[config.mk]
export PLATFORM = sky130hd
export DESIGN_NAME = uart_recv_flat
export DESIGN_NICKNAME = d
export VERILOG_FILES = /design/src/rtl/uart_recv_if.sv /design/src/rtl/uart_recv.sv /design/src/flat_wrapper.sv
export SDC_FILE = /design/constraint.sdc
export NUM_CORES = 1
export LEC_CHECK = 0
export BUFFER_PORTS_ARGS = -buffer_cell sky130_fd_sc_hd__clkbuf_2
export CAP_MARGIN = 20
export CORE_MARGIN = 4
export CORE_UTILIZATION = 30
export CTS_CLUSTER_DIAMETER = 200
export CTS_CLUSTER_SIZE = 14
export DETAILED_ROUTE_END_ITERATION = 12
export GPL_TIMING_DRIVEN = 0
export HOLD_SLACK_MARGIN = 0.06
export PLACE_DENSITY = 0.56
export SLEW_MARGIN = 15
export SYNTH_ARGS = -nofsm -noshare
export SYNTH_HDL_FRONTEND = slang
export SYNTH_SLANG_ARGS = --single-unit
[constraint.sdc]
create_clock -name clk -period 3 [get_ports clk]
set_input_delay 0.6 -clock clk [delete_from_list [all_inputs] [get_ports clk]]
set_output_delay 0.6 -clock clk [all_outputs]
set_load 0.01 [all_outputs]
[src/rtl/uart_recv_if.sv]
// uart_recv_if: bundle of the serial receiver's pin and byte-side signals.
//   rx        : serial line into the receiver (idle high)
//   data      : last correctly framed byte
//   valid     : one-cycle strobe, data updated
//   frame_err : one-cycle strobe, stop bit sampled low
//   busy      : a frame is being received
// master : side that drives the line and consumes bytes (board/testbench)
// slave  : the receiver itself
interface uart_recv_if;
   logic       rx;
   logic [7:0] data;
   logic       valid;
   logic       frame_err;
   logic       busy;

   modport master (
      output rx,
      input  data,
      input  valid,
      input  frame_err,
      input  busy
   );

   modport slave (
      input  rx,
      output data,
      output valid,
      output frame_err,
      output busy
   );
endinterface

[src/rtl/uart_recv.sv]
// uart_recv: 8N1 UART receiver with a fixed baud divider.
// Ports:
//   clk : system clock
//   rst : asynchronous, active-high reset
//   bus : uart_recv_if.slave -- rx in; data/valid/frame_err/busy out
// Each frame is sampled at mid-bit, timed from the detected start edge. A good stop bit
// updates data and pulses valid; a low stop bit pulses frame_err and leaves data alone.
module uart_recv #(
   parameter int unsigned CLK_FREQ  = 100_000_000,
   parameter int unsigned BAUD_RATE = 9600,
   parameter int unsigned BAUD_DIV  = CLK_FREQ / BAUD_RATE,
   parameter int unsigned HALF_DIV  = BAUD_DIV / 2
) (
   input logic        clk,
   input logic        rst,
   uart_recv_if.slave bus
);

   localparam logic [13:0] BaudLast = 14'(BAUD_DIV - 1);
   localparam logic [13:0] HalfLast = 14'(HALF_DIV - 1);

   typedef enum logic [1:0] {StIdle, StStart, StData, StStop} state_e;

   state_e      state_q, state_d;
   logic        rx_meta_q, rx_meta_d;
   logic        rx_s_q, rx_s_d;
   logic        rx_d_q, rx_d_d;
   logic [13:0] cnt_q, cnt_d;
   logic [2:0]  idx_q, idx_d;
   logic [7:0]  sh_q, sh_d;
   logic [7:0]  data_q, data_d;
   logic        valid_q, valid_d;
   logic        frame_err_q, frame_err_d;
   logic        busy_q, busy_d;

   always_comb begin
      rx_meta_d   = bus.rx;
      rx_s_d      = rx_meta_q;
      rx_d_d      = rx_s_q;
      state_d     = state_q;
      cnt_d       = cnt_q;
      idx_d       = idx_q;
      sh_d        = sh_q;
      data_d      = data_q;
      valid_d     = 1'b0;
      frame_err_d = 1'b0;
      busy_d      = busy_q;

      case (state_q)
         StIdle: begin
            busy_d = 1'b0;
            // Falling edge only: a line stuck low never retriggers.
            if (rx_d_q && !rx_s_q) begin
               state_d = StStart;
               cnt_d   = '0;
               busy_d  = 1'b1;
            end
         end
         StStart: begin
            cnt_d = cnt_q + 14'd1;
            if (cnt_q == HalfLast) begin
               if (!rx_s_q) begin
                  state_d = StData;
                  cnt_d   = '0;
                  idx_d   = '0;
               end else begin
                  // Start bit gone high by mid-bit: treat as a glitch.
                  state_d = StIdle;
                  busy_d  = 1'b0;
               end
            end
         end
         StData: begin
            cnt_d = cnt_q + 14'd1;
            if (cnt_q == BaudLast) begin
               sh_d  = {rx_s_q, sh_q[7:1]};
               cnt_d = '0;
               idx_d = idx_q + 3'd1;
               if (idx_q == 3'd7) begin
                  state_d = StStop;
               end
            end
         end
         StStop: begin
            cnt_d = cnt_q + 14'd1;
            if (cnt_q == BaudLast) begin
               if (rx_s_q) begin
                  data_d  = sh_q;
                  valid_d = 1'b1;
               end else begin
                  frame_err_d = 1'b1;
               end
               // Leave at mid-stop so a back-to-back start edge is still caught.
               state_d = StIdle;
               busy_d  = 1'b0;
            end
         end
         default: begin
            state_d = StIdle;
            busy_d  = 1'b0;
         end
      endcase
   end

   always_ff @(posedge clk or posedge rst) begin
      if (rst) begin
         state_q     <= StIdle;
         rx_meta_q   <= 1'b1;
         rx_s_q      <= 1'b1;
         rx_d_q      <= 1'b1;
         cnt_q       <= '0;
         idx_q       <= '0;
         sh_q        <= '0;
         data_q      <= '0;
         valid_q     <= 1'b0;
         frame_err_q <= 1'b0;
         busy_q      <= 1'b0;
      end else begin
         state_q     <= state_d;
         rx_meta_q   <= rx_meta_d;
         rx_s_q      <= rx_s_d;
         rx_d_q      <= rx_d_d;
         cnt_q       <= cnt_d;
         idx_q       <= idx_d;
         sh_q        <= sh_d;
         data_q      <= data_d;
         valid_q     <= valid_d;
         frame_err_q <= frame_err_d;
         busy_q      <= busy_d;
      end
   end

   assign bus.data      = data_q;
   assign bus.valid     = valid_q;
   assign bus.frame_err = frame_err_q;
   assign bus.busy      = busy_q;

endmodule

[src/flat_wrapper.sv]
// flat-port wrapper written by rule: the top's interface ports become plain ports
module uart_recv_flat 
#(
   parameter int unsigned CLK_FREQ  = 100_000_000,
   parameter int unsigned BAUD_RATE = 9600,
   parameter int unsigned BAUD_DIV  = CLK_FREQ / BAUD_RATE,
   parameter int unsigned HALF_DIV  = BAUD_DIV / 2
)
  (clk, rst, bus_rx, bus_data, bus_valid, bus_frame_err, bus_busy);
  uart_recv_if bus_i ();
  input logic clk;
  input logic rst;
  input wire logic [$bits(bus_i.rx)-1:0] bus_rx;
  output wire logic [$bits(bus_i.data)-1:0] bus_data;
  output wire logic [$bits(bus_i.valid)-1:0] bus_valid;
  output wire logic [$bits(bus_i.frame_err)-1:0] bus_frame_err;
  output wire logic [$bits(bus_i.busy)-1:0] bus_busy;
  assign bus_i.rx = bus_rx;
  assign bus_data = bus_i.data;
  assign bus_valid = bus_i.valid;
  assign bus_frame_err = bus_i.frame_err;
  assign bus_busy = bus_i.busy;
  uart_recv #(.CLK_FREQ(CLK_FREQ), .BAUD_RATE(BAUD_RATE), .BAUD_DIV(BAUD_DIV), .HALF_DIV(HALF_DIV)) u_core (.clk(clk), .rst(rst), .bus(bus_i));
endmodule
# Word level (Yosys, flattened, before mapping)
# Cells that the tools add are included.
# word_totals
register_bits	41
input_bits	3
output_inout_bits	11
word_cells	63
# classes
n_addsub	2
n_eq_ne	13
muxes	27
n_reduce_logical	10
# op_table
op	n
2-to-1 mux 14 bit	4
case mux 14 bit (4 select lines)	1
adder 14 x 1 -> 14 bit, second input constant	1
== test 14 x 13 -> 1 bit, second input constant	1
== test 14 bit, second input constant	1
2-to-1 mux 2 bit	6
!= test 2 x 1 -> 1 bit, second input constant	6
2-to-1 mux 1 bit	10
2-to-1 mux 3 bit	3
case mux 2 bit (4 select lines)	1
AND reduction 4 bit	2
case mux 3 bit (2 select lines)	1
AND reduction 5 bit	1
== test 2 bit, second input constant	2
adder 3 x 1 -> 3 bit, second input constant	1
== test 3 bit, second input constant	1
case mux 1 bit (3 select lines)	1
AND reduction 3 bit	1
nonzero test 3 bit	1
== test 2 x 1 -> 1 bit, second input constant	1
logical NOT 2 bit	1
!= test 2 bit, second input constant	1
AND reduction 2 bit	1
nonzero test 2 bit	1
other kinds (2)	2

# Logic depth before layout (Yosys ltp)
# Gate-level depths: netlist of run 1.
# logic_depth
depth_word	4
ltp_mapped	7
mapped_depth_nobuf	6

# Worst setup path before layout of run 1
# No wires, ideal clock.
# synth_path
path_kind	reg-to-reg
startpoint	reg u_core.cnt_q[9]
endpoint	reg u_core.sh_q[0]
setup_time_ns	0.125
t_arrival_ns	1.938
required_ns	2.875
setup_slack_ns	0.937
stages_incl_launch_ff	6
n_path_buf	1
period_less_slack_ns	2.063
cell_sequence	dfrtp_1 > buf_2 > or2_1 > nor4_4 > nor3b_4 > mux2_2
# synth_via
elab_chain_cells	2
# synth_lines
item	line	source
start: declaration	uart_recv.sv:28	logic [13:0] cnt_q, cnt_d;
start signal: assignment	uart_recv.sv:123	cnt_q <= cnt_d;
== test 14 bit	uart_recv.sv:75	if (cnt_q == BaudLast) begin
AND reduction 2 bit (no line)	-	
end signal: assignment	uart_recv.sv:113	sh_q <= '0;
end signal: assignment	uart_recv.sv:125	sh_q <= sh_d;
end: declaration	uart_recv.sv:30	logic [7:0] sh_q, sh_d;
# Every way passes these cells.
# A chain may end at the register's enable or synchronous reset.

# Worst setup path after layout of run 1
# layout_path
startpoint	reg u_core.cnt_q[9]
endpoint	reg u_core.cnt_q[1]
# layout_via
elab_chain_cells	3
elab_cells_between_ends	5
classes_between	eq/ne: 2; mux: 3
# layout_lines
item	line	source
== test 14 bit / == test 14 x 13 -> 1 bit (equally long branches)	uart_recv.sv:75, uart_recv.sv:61	
2-to-1 mux 14 bit, on equally long branches	uart_recv.sv:75, uart_recv.sv:61	
case mux 14 bit (4 select lines) (*)	uart_recv.sv:49	case (state_q)
# Every way passes the cells marked *; elsewhere a longest branch is shown, timed or not.

==> results by group, run 1 <==
Run status
  – Outcome: finished clean

Clocking
  – Later-pin clock latency in the skew report: 0.30 ns
  – Clk root buf: clkbuf_8
  – Resize count post-CTS: 0
  – Clock Tree Buf Depth: 2
  – Clk slew on worst S/H paths: 0.09 ns
  – CTS H-tree depth: 2
  – Clk sinks: 41
  – CTS tree: done
  – Hold Buf Count CTS: 0
  – Post-CTS setup buffer count: 0
  – Cts bufs inserted: 5

Synth
  – Cell area after synthesis: 0.00191 sq mm
  – Post-Synthesis Cells: 168
  – EDFF count, synth: 0
  – Post-synth top cells: dfrtp_1 (38), mux2_2 (15), nor2_1 (12)
  – Fraction of registers with async set or reset after synthesis: 1.00
  – Most numerous cell in the Yosys netlist: dfrtp_1
  – Post-synthesis average cell area: 11.4 sq um
  – Share of the synthesized area in the top cell type: 0.498
  – Post-Syn Nets: 174
  – FF+latch count, synth: 41
  – Post-synthesis sequential area ratio: 0.540
  – Warning count from the yosys run: 0
  – Top post-synthesis cells by area: dfrtp_1 (50%), mux2_2 (8.9%), dfstp_2 (4.1%)
  – Post-synth top flop: dfrtp_1
  – Dominant cell type by area after synthesis: dfrtp_1
  – Netlist cell types: 42

Detailed routing
  – Total routed wirelength: 3.65 mm
  – First-pass DRT Iterations: 5
  – Via density per instance: between 5 and 6
  – # DRC: 0
  – Routed WL per cell: 13.8 microns
  – DRT iter0 DRCs: just under 100
  – Antenna-violating nets left: 0
  – Via count: 1,367

STA
  – Slew Limit Headroom: 0.593
  – Final Skew: between 0.01 and 0.015 ns
  – Endpoints failing setup: 0
  – Final period utilization: 0.781
  – Shortest period the worst path allows: 2.34 ns
  – Maximum operating frequency: 427 MHz
  – Fin Hold WS: 0.306 ns
  – Slew @ Worst Pin: 0.606 ns
  – Fin. Hold Viols: 0
  – Max Slew Vio Count: 0
  – Post-route setup TNS: 0 ns
  – RSZ-0062 raised after global routing: no

Flow run
  – Max-cap violation count: 0

Global route
  – Gr ovfl total: 0
  – Global Route Usage Sum: 0.110
  – First-pass GRT wire length: 6.69 mm
  – Largest net degree at the start of global routing: 22
  – Initial antenna violation count: 0
  – Vias in the first global route: approximately 1,300

Placement
  – IO Port Bufs: 13
  – Hpwl dp: about 2.5 mm
  – Routability Congestion: 0.742

Floorplanning
  – Ports: 14
  – Die area: 0.00770 sq mm
  – FP Rows: 28
  – Die Height: 87.8 microns
  – Core box area: 0.00606 sq mm
  – Starting Density: 0.315
  – Width of the die: 87.8 microns

Final layout
  – Synth-to-layout area growth: 17.0%
  – Final nets: 195
  – Layout cell share with drive strength beyond 1: 0.253
  – Post-layout util: 0.368
  – # diodes: 0

Setup path
  – Critical-path cell list: buf_2 -> or2_1 -> nor4_4 -> o22ai_1 -> buf_2 -> a22o_1
  – Crit path max-delay family: simple AND/OR/NAND/NOR gates
  – Slowest stage delay, CP: about 0.53 ns
  – Startpoint type of the worst setup path: flip-flop
  – Critical Path End Type: flip-flop
  – Most used cell along the critical path: buf_2
  – Levels on crit path: 6
  – Crit path required time: 3.18 ns
  – Crit-path max FO: 10
  – CP bufs+invs: 2
  – Crit Path Class: flip-flop to flip-flop
  – Worst path slowest cell: nor4_4
  – WP data arrival: 2.52 ns
  – Reg2Reg Depth: 6

Power and ir drop
  – Cell Pwr Density: 697 mW/mm^2
  – Tot Pwr: 1.55 mW
  – Leak: 1.02 nW
  – Worst VDD drop: 0.000346 V

Min path
  – Hold Crit Class: primary input to async pin
[per-layer routing]
metal / global-route usage / vias to the layer above / part of all wire / wire [microns]
met5: 0 / - / 0 / 0
met4: 0.0293 / 0 / 0.012 / 43
met3: 0.0292 / 5 / 0.038 / 138
met2: 0.166 / 23 / 0.45 / 1640
met1: 0.156 / 682 / 0.50 / 1830
li1: - / 657 / - / -
[final timing paths]
kind,from,to,slack (ns)
setup / recovery,u_core.cnt_q[9],u_core.cnt_q[1],0.66
hold / removal,rst,u_core.sh_q[0],0.31
setup reg to reg,u_core.cnt_q[9],u_core.cnt_q[1],0.66
hold reg to reg,u_core.rx_meta_q,u_core.rx_d_d,0.36
max in group asynchronous,rst,u_core.rx_d_q,2.13
min in group clk,u_core.rx_meta_q,u_core.rx_d_d,0.36
[cell usage in the layout, fill, tap and decap left out, types with 2 or more instances in the layout]
master,Yosys,routed
nand2_1,8,8
clkbuf_1,3,3
a31oi_1,5,5
clkbuf_2,0,13
nand3b_1,2,2
a22o_1,7,7
nand2b_1,2,2
xnor2_1,4,4
nor4_1,2,2
bufinv_16,0,2
o21ai_0,10,10
dfrtp_1,38,38
and4_1,2,2
nand4b_1,3,3
ha_1,3,3
buf_2,3,3
clkbuf_8,0,5
nand4_1,5,5
inv_1,7,6
nor2_1,12,12
a21oi_1,8,8
dfstp_2,3,3
mux2_2,15,15
nand3_1,5,5
[logic make-up (layout without fill, tap and decap cells)]
logic type | count (synthesis) | count (layout) | synth area share
AOI/OAI and AO/OA | 35 | 35 | 0.116
xor gates and xnor gates | 4 | 4 | 0.0184
adders and majority gates | 3 | 3 | 0.0197
buffers and inverters | 15 | 37 | 0.0334
DFF | 41 | 41 | 0.540
muxes | 17 | 17 | 0.0997
and+or+nand+nor | 53 | 53 | 0.173
[registers in the layout, summed over array words and instances (netlist names), named ones only]
name,flops
u_core.cnt_q,14
u_core.bus.data,8
u_core.sh_q,8
u_core.idx_q,3
u_core.bus.busy,1
u_core.bus.frame_err,1
u_core.bus.valid,1
u_core.rx_d_d,1
u_core.rx_d_q,1
u_core.rx_meta_q,1
u_core.state_q,1
[per-stage QoR]
stage	instance area, sq um	std cells	worst slack, ns
finish	2230	265	0.658
CTS	2230	265	0.628
global placement	2070	256	0.654
floorplan	1910	168	0.937
global route	2230	265	0.456
detailed placement	2090	257	0.648
[area by class of cell]
class / count / area [sq um]
timing repair buffer: 14 / 92.6
sequential: 41 / 1030
multi-input combinational: 112 / 815
tap: 75 / 93.8
clock inverter: 3 / 68.8
buffer: 8 / 37.5
clock buffer: 5 / 68.8
fill: 622 / 3830
inverter: 7 / 26.3
[power breakdown]
part / internal, mW / switching, mW
Combinational: 0.129 / 0.212
Clock: 0.335 / 0.202
Sequential: 0.614 / 0.0627
(Power assumes the default switching activity.)
==> run 2, diff against run 1 <==
--- a/config.mk
+++ b/config.mk
@@ -14,7 +14,7 @@
 export DETAILED_ROUTE_END_ITERATION = 12
 export GPL_TIMING_DRIVEN = 0
 export HOLD_SLACK_MARGIN = 0.06
-export PLACE_DENSITY = 0.56
+export PLACE_DENSITY = 0.58
 export SLEW_MARGIN = 15
 export SYNTH_ARGS = -nofsm -noshare
 export SYNTH_HDL_FRONTEND = slang
==> constraint.sdc (replaced) <==
create_clock -name clk -period 1.9 [get_ports clk]
set_input_delay 0.38 -clock clk [delete_from_list [all_inputs] [get_ports clk]]
set_output_delay 0.38 -clock clk [all_outputs]
set_load 0.01 [all_outputs]
==> run 2 against run 1 <==
Against the previous run: the flow now finishes with violations (setup timing); critical endpoint is now u_core.bus.data[7]; non-clock buffer count rose by 15; highest routed layer unchanged; clock power rose by 55%; clock-buffer cell count is the same; fmax increased by 16%; worst setup slack got worse by 0.77 ns; global-route usage is 0.84 points higher; routed wire length rose by 12%; largest power group unchanged; die area unchanged; flip-flop and latch count did not move; first-iteration DRC count down 24%.
==> results by group, run 2 (synthesis results as in run 1) <==
STA
  – Slew @ Worst Pin: 0.537 ns (-0.0682 ns)
  – Fin. Hold Viols: 0 (unchanged)
  – Slew Limit Headroom: 0.642 (+0.0486)
  – Final period utilization: 1.06 (+0.279)
  – Maximum operating frequency: 497 MHz (+16%)
  – Fin Hold WS: 0.164 ns (-0.142 ns)
  – RSZ-0062 raised after global routing: yes
  – Max Slew Vio Count: 0 (unchanged)
  – PnR worst setup slack: -0.114 ns (-0.771 ns)
  – Final Skew: 0.0107 ns (-0.00148 ns)
  – Shortest period the worst path allows: 2.01 ns (-0.329 ns)
  – Post-route setup TNS: -2.04 ns (-2.04 ns)
  – Endpoints failing setup: 29 (+29)

Final layout
  – Synth-to-layout area growth: 34.1%
  – Biggest register: u_core.cnt_q
  – Final nets: 210 (+7.7%)
  – Register area: 0.00103 sq mm (+0.49%)
  – Commonest non-fill, non-tap cell in the layout: dfrtp_1
  – Fill count: 568 (-8.7%)
  – # diodes: 0 (unchanged)
  – Commonest non-fill, non-tap cells in the layout: dfrtp_1 (34), mux2_4 (15), clkbuf_2 (13)
  – Layout cell share with drive strength beyond 1: 0.424 (+0.172)
  – Finished Cell Area: 0.00256 sq mm (+15%)
  – Max reg flops: 14 (unchanged)
  – Multi-input logic area: 978 sq um (+20%)

Detailed routing
  – Antenna-violating nets left: 0 (unchanged)
  – Via density per instance: 5.09 (-1.3%)
  – Routed WL per cell: 14.6 microns (+5.6%)
  – # DRC: 0 (unchanged)
  – First-pass DRT Iterations: 4 (-1)
  – Total routed wirelength: 4.08 mm (+12%)
  – Via count: 1,425 (+4.2%)
  – DRT iter0 DRCs: 74 (-24%)

Floorplanning
  – Die Height: 87.8 microns (unchanged)
  – Ports: 14 (unchanged)
  – Core box area: 0.00606 sq mm (unchanged)
  – FP Rows: 28 (unchanged)
  – Starting Density: 0.315 (unchanged)
  – Width of the die: 87.8 microns (unchanged)
  – Die area: 0.00770 sq mm (unchanged)

Placement
  – Placed cell area: 0.00214 sq mm (+2.3%)
  – Routability Congestion: 0.810 (+9.1%)
  – IO Port Bufs: 13 (unchanged)
  – Hpwl dp: 2.52 mm (+0.35%)

Min path
  – Hold Crit Class: primary input to flip-flop

Setup path
  – WP data arrival: 2.19 ns (-0.33 ns)
  – Crit-path max FO: 6 (-4)
  – Slowest stage delay, CP: 0.45 ns (-0.08 ns)
  – Reg2reg end: u_core.bus.data[7]
  – Reg-to-reg startpoint: u_core.cnt_q[6]
  – Crit path required time: 2.08 ns (-1.10 ns)
  – Worst path slowest cell: dfrtp_2
  – Critical Path End Type: flip-flop
  – Reg2Reg Depth: 5 (-1)
  – Worst setup path end: u_core.bus.data[7]
  – Crit Path Class: flip-flop to flip-flop
  – Setup slack, reg-to-reg: -0.11 ns (-0.77 ns)
  – Crit path launch: u_core.cnt_q[6]
  – Critical-path cell list: or3b_4 -> nor4_4 -> and4_4 -> buf_8 -> mux2_4
  – Startpoint type of the worst setup path: flip-flop

Clocking
  – CTS tree: done
  – Clk sinks: 41 (unchanged)
  – Clock Tree Buf Depth: 2 (unchanged)
  – Clk root buf: clkbuf_8
  – Clk slew on worst S/H paths: 0.08 ns (about the same)
  – CTS H-tree depth: 2 (unchanged)
  – Later-pin clock latency in the skew report: 0.30 ns (about the same)
  – Cts bufs inserted: 5 (unchanged)

Global route
  – Gr ovfl total: 0 (unchanged)
  – Vias in the first global route: 1,430 (+7.2%)
  – Global Route Usage Sum: 0.118 (+0.00845)
  – Initial antenna violation count: 0 (unchanged)
  – Largest net degree at the start of global routing: 29 (+32%)
  – First-pass GRT wire length: 6.99 mm (+4.5%)

Run status
  – Failing checks: setup timing
  – Outcome: finished, violations left

Power and ir drop
  – Cell Pwr Density: 1010 mW/mm^2 (+45%)
  – Worst VDD drop: 0.000653 V (+89%)
  – Leak: 1.14 nW (+12%)

Flow run
  – Max-cap violation count: 0 (unchanged)
## run 2: changes by cell type in the layout (fill, tap and decap cells not counted), moves of 3 or more
cell / previous run / this run
o21ai_0: 10 / 5
dfrtp_1: 38 / 34
buf_2: 3 / 0
buf_4: 1 / 11
dfrtp_2: 0 / 4
buf_6: 0 / 6
mux2_2: 15 / 1
a21oi_2: 0 / 4
o21ai_1: 0 / 5
mux2_4: 0 / 15
a21oi_1: 8 / 3
## run 2: area by class of cell
class | count | share of cell area
flip-flops and latches | 41 | 0.404
multi-input cells | 112 | 0.382
repair buffers | 31 | 0.0949
well taps | 75 | 0.0367
clock buffers | 5 | 0.0269
clock inverters | 3 | 0.0254
plain buffers | 6 | 0.0191
inverters | 7 | 0.0103
## run 2: power breakdown
group / internal, mW / total, mW / leakage, nW / switching, mW
logic: 0.282 / 0.672 / 0.529 / 0.391
registers: 0.972 / 1.08 / 0.541 / 0.113
clock network: 0.522 / 0.834 / 0.0681 / 0.312
## run 2: through the flow
| step | utilization | worst slack, ns | power [mW] | instances |
|---|---|---|---|---|
| after floorplan | - | -0.143 | 1.48 | 168 |
| after global placement | 0.350 | -0.425 | 1.60 | 256 |
| after detailed placement | 0.353 | -0.405 | 1.62 | 257 |
| after CTS | 0.416 | -0.149 | 2.57 | 279 |
| after global routing | 0.422 | -0.202 | 2.74 | 280 |
| final | 0.422 | -0.114 | 2.59 | 280 |
## run 2: worst max-delay path, delay by kind of cell, from the launching register on
kind | cells | cell delay (ns)
muxes | 1 | 0.30
DFF | 1 | 0.45
buffers and inverters | 1 | 0.13
and+or+nand+nor | 3 | 1.01
## run 2: metal layers
layer | wire [microns] | track usage | vias to the layer above | share of wire
li1 | - | - | 684 | -
met1 | 2020 | 0.169 | 713 | 0.50
met2 | 1830 | 0.170 | 23 | 0.45
met3 | 178 | 0.0405 | 5 | 0.044
met4 | 41 | 0.0321 | 0 | 0.010
met5 | 0 | 0 | - | 0
## run 2: how the worst min path moves through the flow
stage	depth (start not counted)	from	endpoint
3_5_place_dp	2	rst	u_core.cnt_q[10]
3_3_place_gp	0	u_core.rx_meta_q	u_core.rx_d_d
4_1_cts	1	bus_rx	u_core.rx_meta_q
6_report	1	bus_rx	u_core.rx_meta_q
5_1_grt	1	bus_rx	u_core.rx_meta_q
2_1_floorplan	0	u_core.rx_meta_q	u_core.rx_d_d
## run 2: timing repair
item / CTS / global route
hold buffers: 1 / 0
buffers inserted: 12 / 2
setup endpoints to repair: 32 / 36
pin swaps: 15 / 5
gates cloned: 2 / 0
resized for setup: 35 / 10
endpoints found under the hold margin: 12 / 0
